$ cat src/rtl/fwd_hazard_ctrl.sv
// Operand bypass select generation for the EX stage plus load-use hazard
// detection with a latency-sized stall sequencer and a saturating stall counter.
module fwd_hazard_ctrl #(
    parameter int REG_AW      = 5,
    parameter int LOAD_LAT    = 1,
    parameter int CNT_W       = 16,
    parameter int EN_LATE_FWD = 1
) (
    input  logic              clk,
    input  logic              rst_n,
    input  logic [REG_AW-1:0] id_rs,
    input  logic [REG_AW-1:0] id_rt,
    input  logic              id_uses_rs,
    input  logic              id_uses_rt,
    input  logic [REG_AW-1:0] ex_rs,
    input  logic [REG_AW-1:0] ex_rt,
    input  logic              ex_uses_rt,
    input  logic [REG_AW-1:0] idex_rd,
    input  logic              idex_regwrite,
    input  logic              idex_memread,
    input  logic [REG_AW-1:0] exmem_rd,
    input  logic              exmem_regwrite,
    input  logic [REG_AW-1:0] memwb_rd,
    input  logic              memwb_regwrite,
    input  logic              flush,
    input  logic              stall_clr,
    output logic [1:0]        fwd_a,
    output logic [1:0]        fwd_b,
    output logic              stall,
    output logic              idex_bubble,
    output logic [CNT_W-1:0]  stall_cnt
);

    typedef enum logic {
        IDLE  = 1'b0,
        STALL = 1'b1
    } state_t;

    state_t              state_q, state_d;
    logic [3:0]          cnt_q, cnt_d;
    logic [REG_AW-1:0]   late_rd_q, late_rd_d;
    logic                late_we_q, late_we_d;
    logic [CNT_W-1:0]    stall_cnt_q, stall_cnt_d;
    logic                hz;
    logic                stall_c;

    // Priority: youngest producer wins; register 0 is never bypassed.
    function automatic logic [1:0] fwd_sel(
        input logic [REG_AW-1:0] src,
        input logic [REG_AW-1:0] em_rd,
        input logic              em_we,
        input logic [REG_AW-1:0] mw_rd,
        input logic              mw_we,
        input logic [REG_AW-1:0] lt_rd,
        input logic              lt_we
    );
        logic [1:0] sel;
        sel = 2'b00;
        if (em_we && (em_rd != '0) && (em_rd == src)) begin
            sel = 2'b10;
        end else if (mw_we && (mw_rd != '0) && (mw_rd == src)) begin
            sel = 2'b01;
        end else if ((EN_LATE_FWD != 0) && lt_we && (lt_rd != '0) && (lt_rd == src)) begin
            sel = 2'b11;
        end
        return sel;
    endfunction

    always_comb begin
        fwd_a = fwd_sel(ex_rs, exmem_rd, exmem_regwrite, memwb_rd, memwb_regwrite,
                        late_rd_q, late_we_q);
        fwd_b = 2'b00;
        if (ex_uses_rt) begin
            fwd_b = fwd_sel(ex_rt, exmem_rd, exmem_regwrite, memwb_rd, memwb_regwrite,
                            late_rd_q, late_we_q);
        end
    end

    always_comb begin
        hz = idex_memread && idex_regwrite && (idex_rd != '0) &&
             ((id_uses_rs && (idex_rd == id_rs)) || (id_uses_rt && (idex_rd == id_rt)));
    end

    // The first stall cycle is spent in IDLE; STALL covers the remaining LOAD_LAT-1.
    always_comb begin
        state_d = state_q;
        cnt_d   = cnt_q;
        stall_c = 1'b0;
        case (state_q)
            IDLE: begin
                stall_c = hz && !flush;
                if (stall_c && (LOAD_LAT > 1)) begin
                    state_d = STALL;
                    cnt_d   = 4'(LOAD_LAT - 1);
                end
            end
            STALL: begin
                stall_c = !flush;
                if (flush) begin
                    state_d = IDLE;
                    cnt_d   = 4'd0;
                end else begin
                    cnt_d = cnt_q - 4'd1;
                    if (cnt_q == 4'd1) begin
                        state_d = IDLE;
                    end
                end
            end
            default: begin
                state_d = IDLE;
                cnt_d   = 4'd0;
            end
        endcase
    end

    always_comb begin
        late_rd_d   = memwb_rd;
        late_we_d   = memwb_regwrite;
        stall_cnt_d = stall_cnt_q;
        if (stall_clr) begin
            stall_cnt_d = '0;
        end else if (stall && (stall_cnt_q != {CNT_W{1'b1}})) begin
            stall_cnt_d = stall_cnt_q + 1'b1;
        end
    end

    // Held low while reset is asserted so the front end is released immediately.
    assign stall       = stall_c && rst_n;
    assign idex_bubble = stall;
    assign stall_cnt   = stall_cnt_q;

    always_ff @(posedge clk or negedge rst_n) begin
        if (!rst_n) begin
            state_q     <= IDLE;
            cnt_q       <= 4'd0;
            late_rd_q   <= '0;
            late_we_q   <= 1'b0;
            stall_cnt_q <= '0;
        end else begin
            state_q     <= state_d;
            cnt_q       <= cnt_d;
            late_rd_q   <= late_rd_d;
            late_we_q   <= late_we_d;
            stall_cnt_q <= stall_cnt_d;
        end
    end

endmodule

$ cat config.mk
export PLATFORM = sky130hd
export DESIGN_NAME = fwd_hazard_ctrl
export DESIGN_NICKNAME = d
export VERILOG_FILES = /design/src/rtl/fwd_hazard_ctrl.sv
export SDC_FILE = /design/constraint.sdc
export NUM_CORES = 1
export LEC_CHECK = 0
export BUFFER_PORTS_ARGS = -buffer_cell sky130_fd_sc_hd__buf_2
export CAP_MARGIN = 10
export CORE_MARGIN = 2
export CORE_UTILIZATION = 50
export DETAILED_ROUTE_END_ITERATION = 8
export PLACE_DENSITY_LB_ADDON = 0.25
export SYNTH_ARGS = -nofsm -noshare
export SYNTH_HDL_FRONTEND = slang
export SYNTH_SLANG_ARGS = --single-unit
$ cat constraint.sdc
create_clock -name clk -period 3.9 [get_ports clk]
set_input_delay 0.585 -clock clk [delete_from_list [all_inputs] [get_ports clk]]
set_output_delay 0.585 -clock clk [all_outputs]
set_load 0.01 [all_outputs]
==> impl_results.md <==
- Kind of end point of the critical path: primary output
- CORE AREA: 0.003633 mm²
- Peak VDD IR: 0.1850 mV
- Final hold slack: 0.2929 ns
- Worst slew margin: 52.60%
- Number of global-route vias before repair: 1633
- # Max-Cap Violations: 0
- Yosys warnings: 0
- Pwr Total: 545.5 µW
- Max-slew violations: 0
- Syn Area/Cell: ~9.1 µm²
- Status: completed
- CP Launch Type: input port
- Post-DR vias/cell: 5.299
- Hold Path Class: input port to asynchronous set/reset pin
- Top post-synthesis cells by area: dfrtp_1, xnor2_1, xor2_1
- Period utilization: 68.98%
- DR vias: 1685
- Insertion delay to the later sink of the worst-skew pair: 0.27 ns
- Overall routed net length: just over 4000 µm
- Leakage: 1.017 nW
- Setup TNS: 0 ns
- Num rows: 22
- IO buf count: 67
- CP max-delay cell: or4_1
- Grt ovf: 0
- Net Count, Synth: 254
- Cell Area, Synth: 0.001874 mm²
- Largest net degree at the start of global routing: 31
- Die area: 0.004254 mm²
- Antenna-violating nets left: 0
- Total iterations of the first detailed-routing run: 4
- Tmin final: 2.690 ns
- Count of buffer and inverter cells on the critical path: 2
- Unrepaired setup endpoints after global routing: no
- Area leader, netlist: dfrtp_1
- Post-synth top area share: 36.05%
- Die Span Y: 65.23 µm
- Crit path depth: 7
- PD cells: 239.7 mW/mm²
- CTS tree: yes
- CP Data Required Time: 3.31 ns
- Crit-path leading delay family: simple AND/OR/NAND/NOR gates
- Post-CTS setup buffers: 0
- Layout cell share with drive strength beyond 1: 28.15%
- Initial antenna violation count: 0
- Initial DRC count: 66
- Clock Path Buffers: 2
- Final setup fails: 0
- Sequential area share after synthesis: 36.05%
- Fin. Hold Viols: 0
- Cell Chain, Critical Path: buf_2 -> or4_1 -> o21ai_0 -> nor4_1 -> nand2b_1 -> a21boi_0 -> buf_2
- Hold_buf cts: 0
- Post-CTS resize count: 0
- Critical setup path kind: input port to primary output
- Synth-to-Final Area Change: 21.43%
- Most frequent CP cell: buf_2
- Post-Syn Instances: around 200
- Worst R2R Path Depth: 6
- Clock-pin slew on the worst setup and hold paths: 0.09 ns
- Worst Clk Skew: between 0.0015 and 0.002 ns
- Crit-path max FO: 4
- H-tree lvl count: 1
- Gpl congestion: about 0.86
- I/O Pins: between 60 and 70
- Die X: ~65 µm
- DP Wirelength: between 3000 and 4000 µm
- Clock sinks: 27
- Library cells used by synthesis: 39
- Ant diodes: 0
- Highest clock rate: roughly 0.37 GHz
- Starting density of the core: 51.58%
- Slew of the pin with the lowest slew margin: 0.7110 ns
- Fin nets: 320
- CTS Buf Count: 3
- Crit path arrival time: 2.11 ns
- Clock Root Buffer: clkbuf_8
- Global-route wire length before repair: 7065 µm
- Drt drc: 0
- Avg WL per Cell: 13.06 µm
- CP max stage delay: 0.55 ns
- Flops & latches, synth: 27
- Total GRT Usage: 20.68%
[cells by family (layout without fill, tap and decap cells)]
family,count (synthesis),count (layout),synth area share [%]
simple gates,75,75,23.30
compound gates,45,45,14.95
xor+xnor,41,41,19.16
flops,27,27,36.05
buf+inv,12,77,3.471
fa+ha+maj,3,3,2.003
mux,2,2,1.068
[through the flow]
step | utilization (%) | instances | setup WS (ns) | cell area (µm²)
2_1_floorplan | - | 205 | 1.449 | 1874
3_3_place_gp | 61.40 | 314 | 1.261 | 2231
3_5_place_dp | 61.40 | 314 | 1.214 | 2231
4_1_cts | 62.64 | 318 | 1.204 | 2276
5_1_grt | 62.64 | 318 | 1.110 | 2276
6_report | 62.64 | 318 | 1.210 | 2276
[cell usage in the layout (no fill, tap or decap), types with 2 or more instances in the layout]
master / instances
ha_1: 3
o22ai_1: 2
o21a_1: 2
o21ai_0: 5
nor2b_1: 2
nand2_1: 13
nor3_1: 2
dfrtp_1: 27
nor2_1: 7
inv_1: 5
clkbuf_8: 3
xnor2_1: 29
xor2_1: 12
or4_1: 7
nor4_1: 4
a21oi_1: 16
and2_1: 2
nand4_1: 5
or3_1: 13
o21ai_1: 10
mux2i_1: 2
buf_2: 67
nand2b_1: 2
nand3_1: 14
o31ai_1: 3
[per-layer routing]
layer | part of all wire, % | wire (µm) | track usage, % | vias to the layer above
li1 | - | - | - | 867
met1 | 46 | 1921 | 27.38 | 787
met2 | 50 | 2060 | 36.86 | 28
met3 | 3.6 | 151 | 2.568 | 3
met4 | 0.48 | 20 | 3.125 | 0
met5 | 0 | 0 | 0 | -
[synthesized netlist by cell type]
| library cell | instances |
|---|---|
| a21boi_0 | 1 |
| a21oi_1 | 16 |
| a31oi_1 | 1 |
| a31oi_4 | 1 |
| and2_1 | 2 |
| and3_1 | 1 |
| buf_1 | 1 |
| buf_2 | 1 |
| buf_4 | 1 |
| buf_6 | 2 |
| clkbuf_1 | 2 |
| dfrtp_1 | 27 |
| ha_1 | 3 |
| inv_1 | 5 |
| mux2i_1 | 2 |
| nand2_1 | 13 |
| nand2b_1 | 2 |
| nand3_1 | 14 |
| nand4_1 | 5 |
| nand4_2 | 1 |
| nor2_1 | 7 |
| nor2b_1 | 2 |
| nor2b_4 | 1 |
| nor3_1 | 2 |
| nor4_1 | 4 |
| nor4_4 | 1 |
| o211a_1 | 1 |
| o21a_1 | 2 |
| o21ai_0 | 5 |
| o21ai_1 | 10 |
| o21bai_1 | 1 |
| o22ai_1 | 2 |
| o22ai_2 | 1 |
| o311a_1 | 1 |
| o31ai_1 | 3 |
| or3_1 | 13 |
| or4_1 | 7 |
| xnor2_1 | 29 |
| xor2_1 | 12 |
[report_power, final]
part | switching, mW | internal, mW
Combinational | 0.0505 | 0.0486
Sequential | 0.00276 | 0.283
Clock | 0.0875 | 0.0733
[registers in the layout, summed over array words and instances (netlist names)]
register   flops
state_q        1
stall_cnt     16
cnt_q          4
late_rd_q      5
late_we_q      1
[path summary, 6_finish.rpt]
| kind | startpoint | endpoint | slack (ns) |
|---|---|---|---|
| worst max-delay path | memwb_rd[1] | fwd_b[1] | 1.21 |
| worst min-delay path | rst_n | cnt_q[3] | 0.29 |
| worst max register to register | stall_cnt[3] | stall_cnt[1] | 1.60 |
| worst min register to register | stall_cnt[14] | stall_cnt[14] | 0.58 |
| max in group asynchronous | rst_n | stall_cnt[13] | 3.35 |
| min in group clk | memwb_regwrite | late_we_q | 0.43 |
[final cells by class]
type / count / area, µm²
tap: 48 / 60.06
fill: 353 / 1358
clock buffer: 4 / 45.04
inverter: 5 / 18.77
multi-input combinational: 166 / 1134
sequential: 27 / 675.6
timing repair buffer: 68 / 342.8
(Power assumes the default switching activity.)
